File: src/rtl/sram_burst_scan_ctrl.sv
// Serial scan-to-SRAM burst controller: header, then write or read words; build with SCAN_PARITY_EN to add a per-word even-parity bit.
// One bit per qualified cycle; scan_en=0 stalls HDR/WSHIFT/RSHIFT; SRAM strobes are registered, read data is captured one cycle after RREQ.
module sram_burst_scan_ctrl #(
  parameter int N_ADDR = 11,
  parameter int N_DATA = 8,
  parameter int N_CNT  = 12
) (
  input  logic              clk_1,
  input  logic              rst_n_sync,
  input  logic              scan_en,
  input  logic              scan_in,
  output logic              scan_out,
  output logic              scan_out_vld,
  output logic              busy,
  output logic              done,
  output logic              sram_en,
  output logic              sram_we,
  output logic [N_ADDR-1:0] sram_addr,
  output logic [N_DATA-1:0] sram_din,
`ifdef SCAN_PARITY_EN
  input  logic [N_DATA-1:0] sram_dout,
  output logic              parity_err
`else
  input  logic [N_DATA-1:0] sram_dout
`endif
);

  localparam int HDR_W = N_ADDR + N_CNT + 1;
`ifdef SCAN_PARITY_EN
  localparam int WORD_W = N_DATA + 1;
`else
  localparam int WORD_W = N_DATA;
`endif
  localparam int MAX_B = (HDR_W > WORD_W) ? HDR_W : WORD_W;
  localparam int CNT_W = $clog2(MAX_B + 1);
  localparam logic [CNT_W-1:0] HDR_LAST  = CNT_W'(HDR_W - 1);
  localparam logic [CNT_W-1:0] WORD_LAST = CNT_W'(WORD_W - 1);

  typedef enum logic [2:0] {
    IDLE, HDR, WSHIFT, WRITE, RREQ, RCAP, RSHIFT, DONE
  } state_t;

  state_t            state_q, state_d;
  logic [CNT_W-1:0]  bit_cnt_q, bit_cnt_d;
  logic [HDR_W-1:0]  hdr_q, hdr_d;
  logic [N_DATA-1:0] wsr_q, wsr_d;
  logic [N_DATA-1:0] rsr_q, rsr_d;
  logic [N_ADDR-1:0] addr_q, addr_d;
  logic [N_CNT-1:0]  rem_q, rem_d;
  logic              sram_en_q, sram_en_d;
  logic              sram_we_q, sram_we_d;
  logic [N_ADDR-1:0] sram_addr_q, sram_addr_d;
  logic [N_DATA-1:0] sram_din_q, sram_din_d;
  logic              word_done;
`ifdef SCAN_PARITY_EN
  logic              rpar_q, rpar_d;
  logic              perr_q, perr_d;
`endif

  always_comb begin
    state_d   = state_q;
    bit_cnt_d = bit_cnt_q;
    hdr_d     = hdr_q;
    wsr_d     = wsr_q;
    rsr_d     = rsr_q;
    addr_d    = addr_q;
    rem_d     = rem_q;
    word_done = 1'b0;
`ifdef SCAN_PARITY_EN
    rpar_d    = rpar_q;
    perr_d    = perr_q;
`endif

    case (state_q)
      IDLE: begin
        if (scan_en) begin
          hdr_d     = {scan_in, hdr_q[HDR_W-1:1]};
          bit_cnt_d = CNT_W'(1);
          state_d   = HDR;
        end
      end
      HDR: begin
        if (scan_en) begin
          // Header shifts in from the top so bit 0 lands at hdr[0] after the last bit.
          hdr_d = {scan_in, hdr_q[HDR_W-1:1]};
          if (bit_cnt_q == HDR_LAST) begin
            bit_cnt_d = '0;
            addr_d    = hdr_d[HDR_W-1 -: N_ADDR];
            rem_d     = hdr_d[N_CNT:1];
            state_d   = hdr_d[0] ? WSHIFT : RREQ;
          end else begin
            bit_cnt_d = bit_cnt_q + CNT_W'(1);
          end
        end
      end
      WSHIFT: begin
        if (scan_en) begin
          if (bit_cnt_q == WORD_LAST) begin
            bit_cnt_d = '0;
            state_d   = WRITE;
          end else begin
            bit_cnt_d = bit_cnt_q + CNT_W'(1);
          end
`ifdef SCAN_PARITY_EN
          if (bit_cnt_q == WORD_LAST) begin
            if (scan_in != ^wsr_q) perr_d = 1'b1;
          end else begin
            wsr_d = {scan_in, wsr_q[N_DATA-1:1]};
          end
`else
          wsr_d = {scan_in, wsr_q[N_DATA-1:1]};
`endif
        end
      end
      WRITE:  word_done = 1'b1;
      RREQ:   state_d = RCAP;
      RCAP: begin
        rsr_d     = sram_dout;
        bit_cnt_d = '0;
        state_d   = RSHIFT;
`ifdef SCAN_PARITY_EN
        rpar_d    = ^sram_dout;
`endif
      end
      RSHIFT: begin
        if (scan_en) begin
          rsr_d = rsr_q >> 1;
          if (bit_cnt_q == WORD_LAST) begin
            bit_cnt_d = '0;
            word_done = 1'b1;
          end else begin
            bit_cnt_d = bit_cnt_q + CNT_W'(1);
          end
        end
      end
      DONE:    state_d = IDLE;
      default: state_d = IDLE;
    endcase

    // Remaining count is tested before decrement, so a full-scale count never wraps.
    if (word_done) begin
      addr_d = addr_q + N_ADDR'(1);
      if (rem_q == '0) begin
        state_d = DONE;
      end else begin
        rem_d   = rem_q - N_CNT'(1);
        state_d = (state_q == WRITE) ? WSHIFT : RREQ;
      end
    end

    sram_en_d   = (state_d == WRITE) || (state_d == RREQ);
    sram_we_d   = (state_d == WRITE);
    sram_addr_d = sram_en_d ? addr_d : sram_addr_q;
    sram_din_d  = sram_we_d ? wsr_d : sram_din_q;
  end

  always_ff @(posedge clk_1 or negedge rst_n_sync) begin
    if (!rst_n_sync) begin
      state_q     <= IDLE;
      bit_cnt_q   <= '0;
      hdr_q       <= '0;
      wsr_q       <= '0;
      rsr_q       <= '0;
      addr_q      <= '0;
      rem_q       <= '0;
      sram_en_q   <= 1'b0;
      sram_we_q   <= 1'b0;
      sram_addr_q <= '0;
      sram_din_q  <= '0;
    end else begin
      state_q     <= state_d;
      bit_cnt_q   <= bit_cnt_d;
      hdr_q       <= hdr_d;
      wsr_q       <= wsr_d;
      rsr_q       <= rsr_d;
      addr_q      <= addr_d;
      rem_q       <= rem_d;
      sram_en_q   <= sram_en_d;
      sram_we_q   <= sram_we_d;
      sram_addr_q <= sram_addr_d;
      sram_din_q  <= sram_din_d;
    end
  end

`ifdef SCAN_PARITY_EN
  always_ff @(posedge clk_1 or negedge rst_n_sync) begin
    if (!rst_n_sync) begin
      rpar_q <= 1'b0;
      perr_q <= 1'b0;
    end else begin
      rpar_q <= rpar_d;
      perr_q <= perr_d;
    end
  end

  assign parity_err = perr_q;
  assign scan_out   = scan_out_vld & ((bit_cnt_q == WORD_LAST) ? rpar_q : rsr_q[0]);
`else
  assign scan_out   = scan_out_vld & rsr_q[0];
`endif

  assign scan_out_vld = (state_q == RSHIFT) && scan_en;
  assign busy         = (state_q != IDLE);
  assign done         = (state_q == DONE);
  assign sram_en      = sram_en_q;
  assign sram_we      = sram_we_q;
  assign sram_addr    = sram_addr_q;
  assign sram_din     = sram_din_q;

endmodule
File: config.mk
export PLATFORM = sky130hd
export DESIGN_NAME = sram_burst_scan_ctrl
export DESIGN_NICKNAME = d
export VERILOG_FILES = /design/src/rtl/sram_burst_scan_ctrl.sv
export SDC_FILE = /design/constraint.sdc
export NUM_CORES = 1
export LEC_CHECK = 0
export BUFFER_PORTS_ARGS = -buffer_cell sky130_fd_sc_hd__clkbuf_2
export CAP_MARGIN = 20
export CORE_UTILIZATION = 54
export DETAILED_ROUTE_END_ITERATION = 10
export PLACE_DENSITY = 0.83
export SYNTH_ARGS = -nofsm -noshare
export SYNTH_HDL_FRONTEND = slang
export SYNTH_SLANG_ARGS = --single-unit
File: constraint.sdc
create_clock -name clk_1 -period 2 [get_ports clk_1]
set_input_delay 0.3 -clock clk_1 [delete_from_list [all_inputs] [get_ports clk_1]]
set_output_delay 0.3 -clock clk_1 [all_outputs]
set_load 0.05 [all_outputs]
==> results of run 1 <==
-- metal layers --
metal  vias up  wire [um]  GRT usage
met5         -          0          0
met4         0        201    0.08203
met3        19        463    0.06650
met2       116       5036     0.4216
met1      1703       4279     0.3205
li1       1570          -          -
-- timing repair --
item                                    in CTS  in global routing
resized for setup                            5                 17
endpoints found under the setup margin      10                 23
setup buffers                                0                  0
hold endpoints to repair                    26                  0
hold buffers                                 1                  0
-- cell type report --
type	count	share of cell area
multi-input combinational	257	0.3851
inverter	20	0.01400
clock buffer	10	0.02380
sequential	91	0.4250
clock inverter	6	0.008868
tap	102	0.02380
timing repair buffer	88	0.1195
-- per-stage QoR --
step	instances	area, um^2	TNS [ps]	hold WS, ps	setup WS (ps)
6_report	574	5361	-603.5	209.0	-71.81
5_1_grt	574	5361	-1460	216.3	-148.8
4_1_cts	574	5308	-490.1	196.5	-62.66
3_5_place_dp	557	5100	-845.8	241.1	-98.76
3_3_place_gp	557	5100	-35.89	239.1	-18.12
2_1_floorplan	387	4463	-532.2	4.409	-66.52
-- worst register-to-register path, stage by stage, from the launching register on --
cell and delay (ps):
sky130_fd_sc_hd__dfrtp_1 410, sky130_fd_sc_hd__ha_4 160, sky130_fd_sc_hd__nand4bb_2 220, sky130_fd_sc_hd__o32ai_1 360, sky130_fd_sc_hd__a211oi_2 120, sky130_fd_sc_hd__a31oi_4 200
sky130_fd_sc_hd__buf_12 180, sky130_fd_sc_hd__mux2_4 320
-- worst paths after layout --
check,start,endpoint,slack [ps],cells past startpoint
setup / recovery,bit_cnt_q[1]$_DFFE_PN0P_,sram_addr[10]$_DFFE_PN0P_,-70,7
min in group asynchronous,rst_n_sync,bit_cnt_q[4]$_DFFE_PN0P_,390,2
hold / removal,scan_in,hdr_q[23]$_DFFE_PN0P_,210,3
hold reg to reg,rsr_q[2]$_DFFE_PN0P_,rsr_q[2]$_DFFE_PN0P_,490,2
setup reg to reg,bit_cnt_q[1]$_DFFE_PN0P_,sram_addr[10]$_DFFE_PN0P_,-70,7
max in group asynchronous,rst_n_sync,rem_q[11]$_DFF_PN0_,1010,3
-- cells in the mapped netlist, types with 3 or more instances --
library cell | count | area share
sky130_fd_sc_hd__nor3_1 | 8 | 0.0090
sky130_fd_sc_hd__inv_1 | 20 | 0.017
sky130_fd_sc_hd__and3_1 | 6 | 0.0085
sky130_fd_sc_hd__buf_2 | 13 | 0.015
sky130_fd_sc_hd__a211oi_1 | 4 | 0.0068
sky130_fd_sc_hd__ha_1 | 3 | 0.0085
sky130_fd_sc_hd__nand2b_1 | 4 | 0.0056
sky130_fd_sc_hd__nand4b_1 | 3 | 0.0059
sky130_fd_sc_hd__nand3_1 | 9 | 0.010
sky130_fd_sc_hd__nor2_1 | 19 | 0.016
sky130_fd_sc_hd__a21oi_1 | 17 | 0.019
sky130_fd_sc_hd__nand2_1 | 32 | 0.027
sky130_fd_sc_hd__nor2b_1 | 4 | 0.0056
sky130_fd_sc_hd__o221a_2 | 7 | 0.018
sky130_fd_sc_hd__o22ai_1 | 8 | 0.011
sky130_fd_sc_hd__mux2_2 | 40 | 0.10
sky130_fd_sc_hd__o21ai_0 | 16 | 0.018
sky130_fd_sc_hd__mux2_4 | 8 | 0.027
sky130_fd_sc_hd__o221ai_1 | 3 | 0.0059
sky130_fd_sc_hd__o21a_1 | 4 | 0.0068
sky130_fd_sc_hd__mux2i_1 | 14 | 0.032
sky130_fd_sc_hd__dfrtp_1 | 91 | 0.51
-- cell usage in the layout (no fill, tap or decap), types with 4 or more instances in the layout --
master                        n
sky130_fd_sc_hd__nor2_1      18
sky130_fd_sc_hd__clkbuf_2    33
sky130_fd_sc_hd__mux2_2      38
sky130_fd_sc_hd__clkinvlp_4   4
sky130_fd_sc_hd__o22ai_1      8
sky130_fd_sc_hd__nand3_1      8
sky130_fd_sc_hd__buf_12       5
sky130_fd_sc_hd__o21a_1       4
sky130_fd_sc_hd__a21oi_1     16
sky130_fd_sc_hd__nor3_1       7
sky130_fd_sc_hd__mux2i_1     14
sky130_fd_sc_hd__o221a_2      7
sky130_fd_sc_hd__and3_1       6
sky130_fd_sc_hd__inv_1       18
sky130_fd_sc_hd__mux2_4      10
sky130_fd_sc_hd__dfrtp_1     90
sky130_fd_sc_hd__nand2_1     30
sky130_fd_sc_hd__buf_4       47
sky130_fd_sc_hd__nand2b_1     4
sky130_fd_sc_hd__o21ai_0     15
sky130_fd_sc_hd__clkbuf_8     9
-- power by group --
group	leakage, nW	total [mW]	internal, mW	switching (mW)
logic	1.35	3.19	1.36	1.83
clock network	0.0755	1.14	0.460	0.675
registers	1.10	2.98	2.47	0.507
-- flip-flops by register name, indices dropped and copies added (netlist names) --
signal / count
addr_q: 11
rsr_q: 8
sram_en: 1
bit_cnt_q: 5
state_q: 3
sram_addr: 11
sram_we: 1
rem_q: 12
hdr_q: 23
sram_din: 8
wsr_q: 8
-- kinds of logic (layout without fill, tap and decap cells) --
logic type | count (synthesis) | after routing | share of synthesized area
simple gates | 108 | 108 | 0.1366
flops | 91 | 91 | 0.5137
compound gates | 81 | 81 | 0.1312
mux | 62 | 62 | 0.1603
buf+inv | 39 | 124 | 0.04375
fa+ha+maj | 3 | 3 | 0.008468
xor+xnor | 3 | 3 | 0.005928
==> flow_summary.toml, run 1 <==
[die]
design.portCount = 37
core_region_area_mm2 = 0.007848
die_span_in_y_um = 92.61
floorplan.initialDensity = 0.5649
floorplan.rows = 32
chipWidth_um = 92.61
die-area_mm2 = 0.008576

[grt]
grt_remaining_overflow = 0
maximum_number_of_pins_on_one_net_before_global_route_repair = 46
grt_pass1_vias = 3527
antenna_found_initial = 0
grt_pass1_wl_um = 16860
track_usage = 0.2527

[clocking]
cts-htree-levels = 3
cts.clk_slew.worst_paths_ps = 90
tritoncts.num_buffers = 9
sinks_on_the_clock_net = 91
cts_tree = "built"
cts_root_buf = "sky130_fd_sc_hd__clkbuf_8"
ctsLongestPathBuffers = 2
insertion_delay_to_the_later_sink_of_the_worst_skew_pair_ps = 370

[timing]
relSlewSlack = 0.7265
report.final.setup_viol = 10
final-hold-violation-count = 0
timing.final.max_slew_violations = 0
achievable-frequency_mhz = 482.7
fin_ws_ps = -71.81
finalWorstPathRequiredPeriod_ps = 2072
max_slew.worst_pin.slew_ps = 410.2
setup_repair_after_global_routing_missed_its_margin = "true"
fin_worst_skew_ps = 18.09
finalCritPeriodShare = 1.036

[logic_synthesis]
yosysWarnings = 0
synthCells = 387
net_count_after_synthesis = 402
synthArstFlopShare = 1.000
number_of_flops_mapped_to_enable_cells_by_yosys = 0
syn_area_mm2 = 0.004433
synth.distinct_cells = 64
synth.ff_latch_count = 91
synthesis.area_per_instance_um2 = 11.45
synth_seq_area_share = 0.5137
postSynth.topFlopCell = "sky130_fd_sc_hd__dfrtp_1"

[outcome]
outcome = "complete, but fails checks"
violations_in_the_final_reports = "setup timing"

[worst_setup_path]
cp_slowest_cell = "sky130_fd_sc_hd__dfrtp_1"
sequence_of_cells_on_the_critical_path = "ha_4 -> nand4bb_2 -> o32ai_1 -> a211oi_2 -> a31oi_4 -> buf_12 -> mux2_4"
timing.critical_path.required_ps = 2250
critical_path_arrival_ps = 2320
element_type_at_the_critical_path_start = "register"
slowest_delay_ps = 410
setup.worst_path.class = "register to register"
critPathMaxFanout = 12
critical-path-top-delay-family = "compound AO/OA/AOI/OAI gates"
critPathCaptureType = "register"
worstPathBufferInverterCount = 1

[placement]
place.gp.congestion = 0.8371
place_hpwl_um = 6885
port_buffers = 36

[power_and_ir_drop]
total_power_mw = 7.307
peakVddDrop_mv = 1.087
power.density_mw_per_mm2 = 1363
cellLeakagePower_nw = 2.528

[cells_and_area]
antenna_cells_inserted = 0
filler_cell_count = 576
fin_nets = 482
final_core_util = 0.6832
multi_input_area_mm2 = 0.002064
seq_area_mm2 = 0.002278
drive_above_1_share = 0.4025
layout-area-overhead-vs-synth_pct = 20.94

[routing]
drtPass1Iterations = 4
dr_total_vias = 3408
dr.first_iter.drc_count = 159
via_per_inst = 5.937
detail_route.wl_per_cell_um = 17.39
drc_errors = 0
route.antenna.remaining_nets = 0
total_wirelength_um = 9980

[job]
number_of_max_cap_violations = 0

[hold_path]
hold_path_class = "primary input to register"
(Power assumes the default switching activity.)
==> inputs of run 2 (changes only) <==
Settings changed: ABC_AREA from default to 1, CORE_ASPECT_RATIO from default to 1.2.
==> run 2 against run 1 <==
- the run now ends clean
- register-to-register slack gained 200 ps
- first-iteration DRC count grew 50%
- critical path depth grew 2
- non-clock buffer count shrank 29
- fmax grew 10%
- sequential power grew 4%
- routed wire length shrank 3.8%
- design area shrank 4.7%
- area after synthesis grew 0.71%
- flip-flop and latch count is the same
- utilization shrank 3.1 points
- hold slack lost 58 ps
- largest power group unchanged
- highest routed layer unchanged
==> flow_summary.toml, run 2 <==
[power_and_ir_drop]
total_power_mw = 7.443
pwr-share-clk = 0.167
seqPwrFrac = 0.415
switchingPower_mw = 3.360
power.switching_fraction = 0.4515
power.combinational.fraction = 0.417
cellLeakagePower_nw = 2.598
peakVddDrop_mv = 0.7651
power_report.internal_total_mw = 4.083
power.density_mw_per_mm2 = 1457

[routing]
total_wirelength_um = 9601
via_per_inst = 5.325
dr_total_vias = 3733
drtPass1Iterations = 5
detail_route.wl_per_cell_um = 13.70
dr.first_iter.drc_count = 239
drc_errors = 0
route.antenna.remaining_nets = 0

[timing]
finalWorstPathRequiredPeriod_ps = 1876
fin_ws_ps = 124.3
achievable-frequency_mhz = 533.1
timing.final.max_slew_violations = 0
relSlewSlack = 0.6181
max_slew.worst_pin.slew_ps = 572.8
report.final.setup_viol = 0
final-hold-violation-count = 0
holdWs_ps = 150.5
fin_worst_skew_ps = 12.37
finalCritPeriodShare = 0.9379

[logic_synthesis]
syn_area_mm2 = 0.004464
yosysMostFrequentCell = "sky130_fd_sc_hd__nand2_1"
synthesis.area_per_instance_um2 = 8.073
netlist_top_cells_count = "sky130_fd_sc_hd__nand2_1 (145), sky130_fd_sc_hd__dfrtp_1 (91), sky130_fd_sc_hd__inv_1 (64), sky130_fd_sc_hd__o21ai_0 (62), sky130_fd_sc_hd__nor2_1 (47)"
synth_seq_area_share = 0.5101
net_count_after_synthesis = 568
postSynth.topFlopCell = "sky130_fd_sc_hd__dfrtp_1"
synth.ff_latch_count = 91
synth.area.top_cells = "sky130_fd_sc_hd__dfrtp_1 (51%), sky130_fd_sc_hd__nand2_1 (12%), sky130_fd_sc_hd__o21ai_0 (7.0%)"
yosysWarnings = 0
library_cell_occupying_the_most_area_in_the_post_synthesis_netlist = "sky130_fd_sc_hd__dfrtp_1"
top_area_cell_type_share_of_the_netlist_area = 0.5101
synth.distinct_cells = 36
number_of_flops_mapped_to_enable_cells_by_yosys = 0
synthArstFlopShare = 1.000
synthCells = 553

[cells_and_area]
highest_count_cells_in_the_layout_ignoring_fill_and_taps = "sky130_fd_sc_hd__nand2_1 (144), sky130_fd_sc_hd__dfrtp_1 (89), sky130_fd_sc_hd__inv_1 (63)"
fin_nets = 619
registers.top_by_ff_count = "hdr_q"
filler_cell_count = 627
antenna_cells_inserted = 0
layout.cells.most_common = "sky130_fd_sc_hd__nand2_1"
largest_registers_ranked_by_flip_flop_count = "hdr_q (23), rem_q (12)"
final_core_util = 0.6519
largest_reg_flops = 23
finalNonFillerCells = 701
drive_above_1_share = 0.1790
layout-area-overhead-vs-synth_pct = 14.46

[die]
chipWidth_um = 85
design.portCount = 37
floorplan.rows = 35
die-area_mm2 = 0.008636
floorplan.initialDensity = 0.5695
die_span_in_y_um = 101.6
core_region_area_mm2 = 0.007839

[placement]
port_buffers = 36
place.gp.congestion = 0.8854
pre_cts_ws_ps = 39.28
place_inst = 678
place_hpwl_um = 6658

[clocking]
tritoncts.num_buffers = 9
insertion_delay_to_the_later_sink_of_the_worst_skew_pair_ps = 370
ctsLongestPathBuffers = 2
cts_tree = "built"
cts.clk_slew.worst_paths_ps = 100
cts-htree-levels = 3
cts_root_buf = "sky130_fd_sc_hd__clkbuf_8"
sinks_on_the_clock_net = 91

[worst_setup_path]
worstReg2RegEnd = "sram_addr[3]$_DFFE_PN0P_"
critical_path_arrival_ps = 2190
critPathCaptureType = "register"
regToRegSetupSlack_ps = 120
reg2reg_from = "bit_cnt_q[1]$_DFFE_PN0P_"
reg2reg_depth = 9
setup.worst_path.class = "register to register"
worst_path_most_repeated_cell = "sky130_fd_sc_hd__nand2_1"
cp_slowest_cell = "sky130_fd_sc_hd__dfrtp_1"
slowest_delay_ps = 430
element_type_at_the_critical_path_start = "register"
sequence_of_cells_on_the_critical_path = "ha_4 -> nand2_4 -> nor3_4 -> nand3_2 -> inv_2 -> nor2_1 -> o21ai_1 -> nand2_1 -> nand2_1"
timing.critical_path.required_ps = 2320
critPathMaxFanout = 12

[hold_path]
hold_path_depth = 3
holdCritStartpoint = "sram_dout[7]"
hold_path_class = "primary input to register"
min_delay_worst_endpoint = "rsr_q[7]$_DFFE_PN0P_"

[grt]
grt_pass1_vias = 3503
grt_pass1_wl_um = 15990
antenna_found_initial = 0
maximum_number_of_pins_on_one_net_before_global_route_repair = 47
track_usage = 0.2395
grt_remaining_overflow = 0

[job]
number_of_max_cap_violations = 0

[outcome]
outcome = "finished, final reports clean"
run 2: cell types whose count changed after synthesis, sizes merged, moves of 14 or more:
| cell | before | now |
|---|---|---|
| inv | 20 | 70 |
| nor2 | 19 | 50 |
| mux2 | 48 | 0 |
| mux2i | 14 | 0 |
| nand3 | 9 | 34 |
| o21ai | 18 | 70 |
| nand2 | 32 | 151 |
run 2: per-layer routing:
metal / track usage / vias up / wire [um]
li1: - / 1870 / -
met1: 0.2989 / 1766 / 4220
met2: 0.4107 / 77 / 4835
met3: 0.03178 / 20 / 299
met4: 0.1239 / 0 / 245
met5: 0 / - / 0
run 2: cells by family after synthesis:
kind of cell / after synthesis / share of synthesized area
adders and majority gates: 3 / 0.008409
DFF: 91 / 0.5101
buffers and inverters: 90 / 0.08408
xor gates and xnor gates: 11 / 0.02158
AOI/OAI and AO/OA: 107 / 0.1329
and+or+nand+nor: 251 / 0.2430
run 2: worst max path at each step:
stage,start,endpoint,cells after the start
after floorplan,state_q[0]$_DFF_PN0_,scan_out,5
after global placement,bit_cnt_q[0]$_DFFE_PN0P_,rem_q[11]$_DFF_PN0_,10
after detailed placement,bit_cnt_q[0]$_DFFE_PN0P_,rem_q[11]$_DFF_PN0_,10
after CTS,rem_q[0]$_DFF_PN0_,sram_addr[4]$_DFFE_PN0P_,11
after global routing,bit_cnt_q[1]$_DFFE_PN0P_,sram_addr[6]$_DFFE_PN0P_,9
final,bit_cnt_q[1]$_DFFE_PN0P_,sram_addr[3]$_DFFE_PN0P_,9
run 2: through the flow:
step | instance area, um^2 | TNS, ps
final | 5110 | 0
after global routing | 5110 | -55.54
after CTS | 5004 | 0
after detailed placement | 4788 | 0
after global placement | 4788 | 0
after floorplan | 4464 | 0
run 2: cell type report:
cell class / instances / area [um^2] / area share
Clock inverter: 7 / 73.82 / 0.01445
Tap cell: 92 / 115.1 / 0.02253
Clock buffer: 9 / 123.9 / 0.02424
Sequential cell: 91 / 2280 / 0.4461
Multi-Input combinational cell: 372 / 1864 / 0.3648
Inverter: 71 / 269.0 / 0.05264
Timing Repair Buffer: 59 / 384.1 / 0.07517
run 2: power groups by stage:
stage	registers [mW]	logic, mW	clock network, mW
after global placement	3.07	2.82	0
after detailed placement	3.09	2.93	0
final	3.09	3.11	1.25
after global routing	3.18	3.50	1.34
after CTS	3.06	2.95	1.27
after floorplan	3.23	2.04	0
run 2: critical path, delay by kind of cell, from the launching register on:
kind	cells	cell delay [ps]
compound gates	1	290
fa+ha+maj	1	170
buf+inv	1	240
flops	1	430
simple gates	6	690
run 2: what timing repair did:
action | 4_1_cts | 5_1_grt
hold endpoints to repair | 40 | 0
setup buffers | 0 | 6
pin swaps | 0 | 5
hold buffers | 1 | 0
gates resized for setup | 2 | 17
setup endpoints to repair | 5 | 25
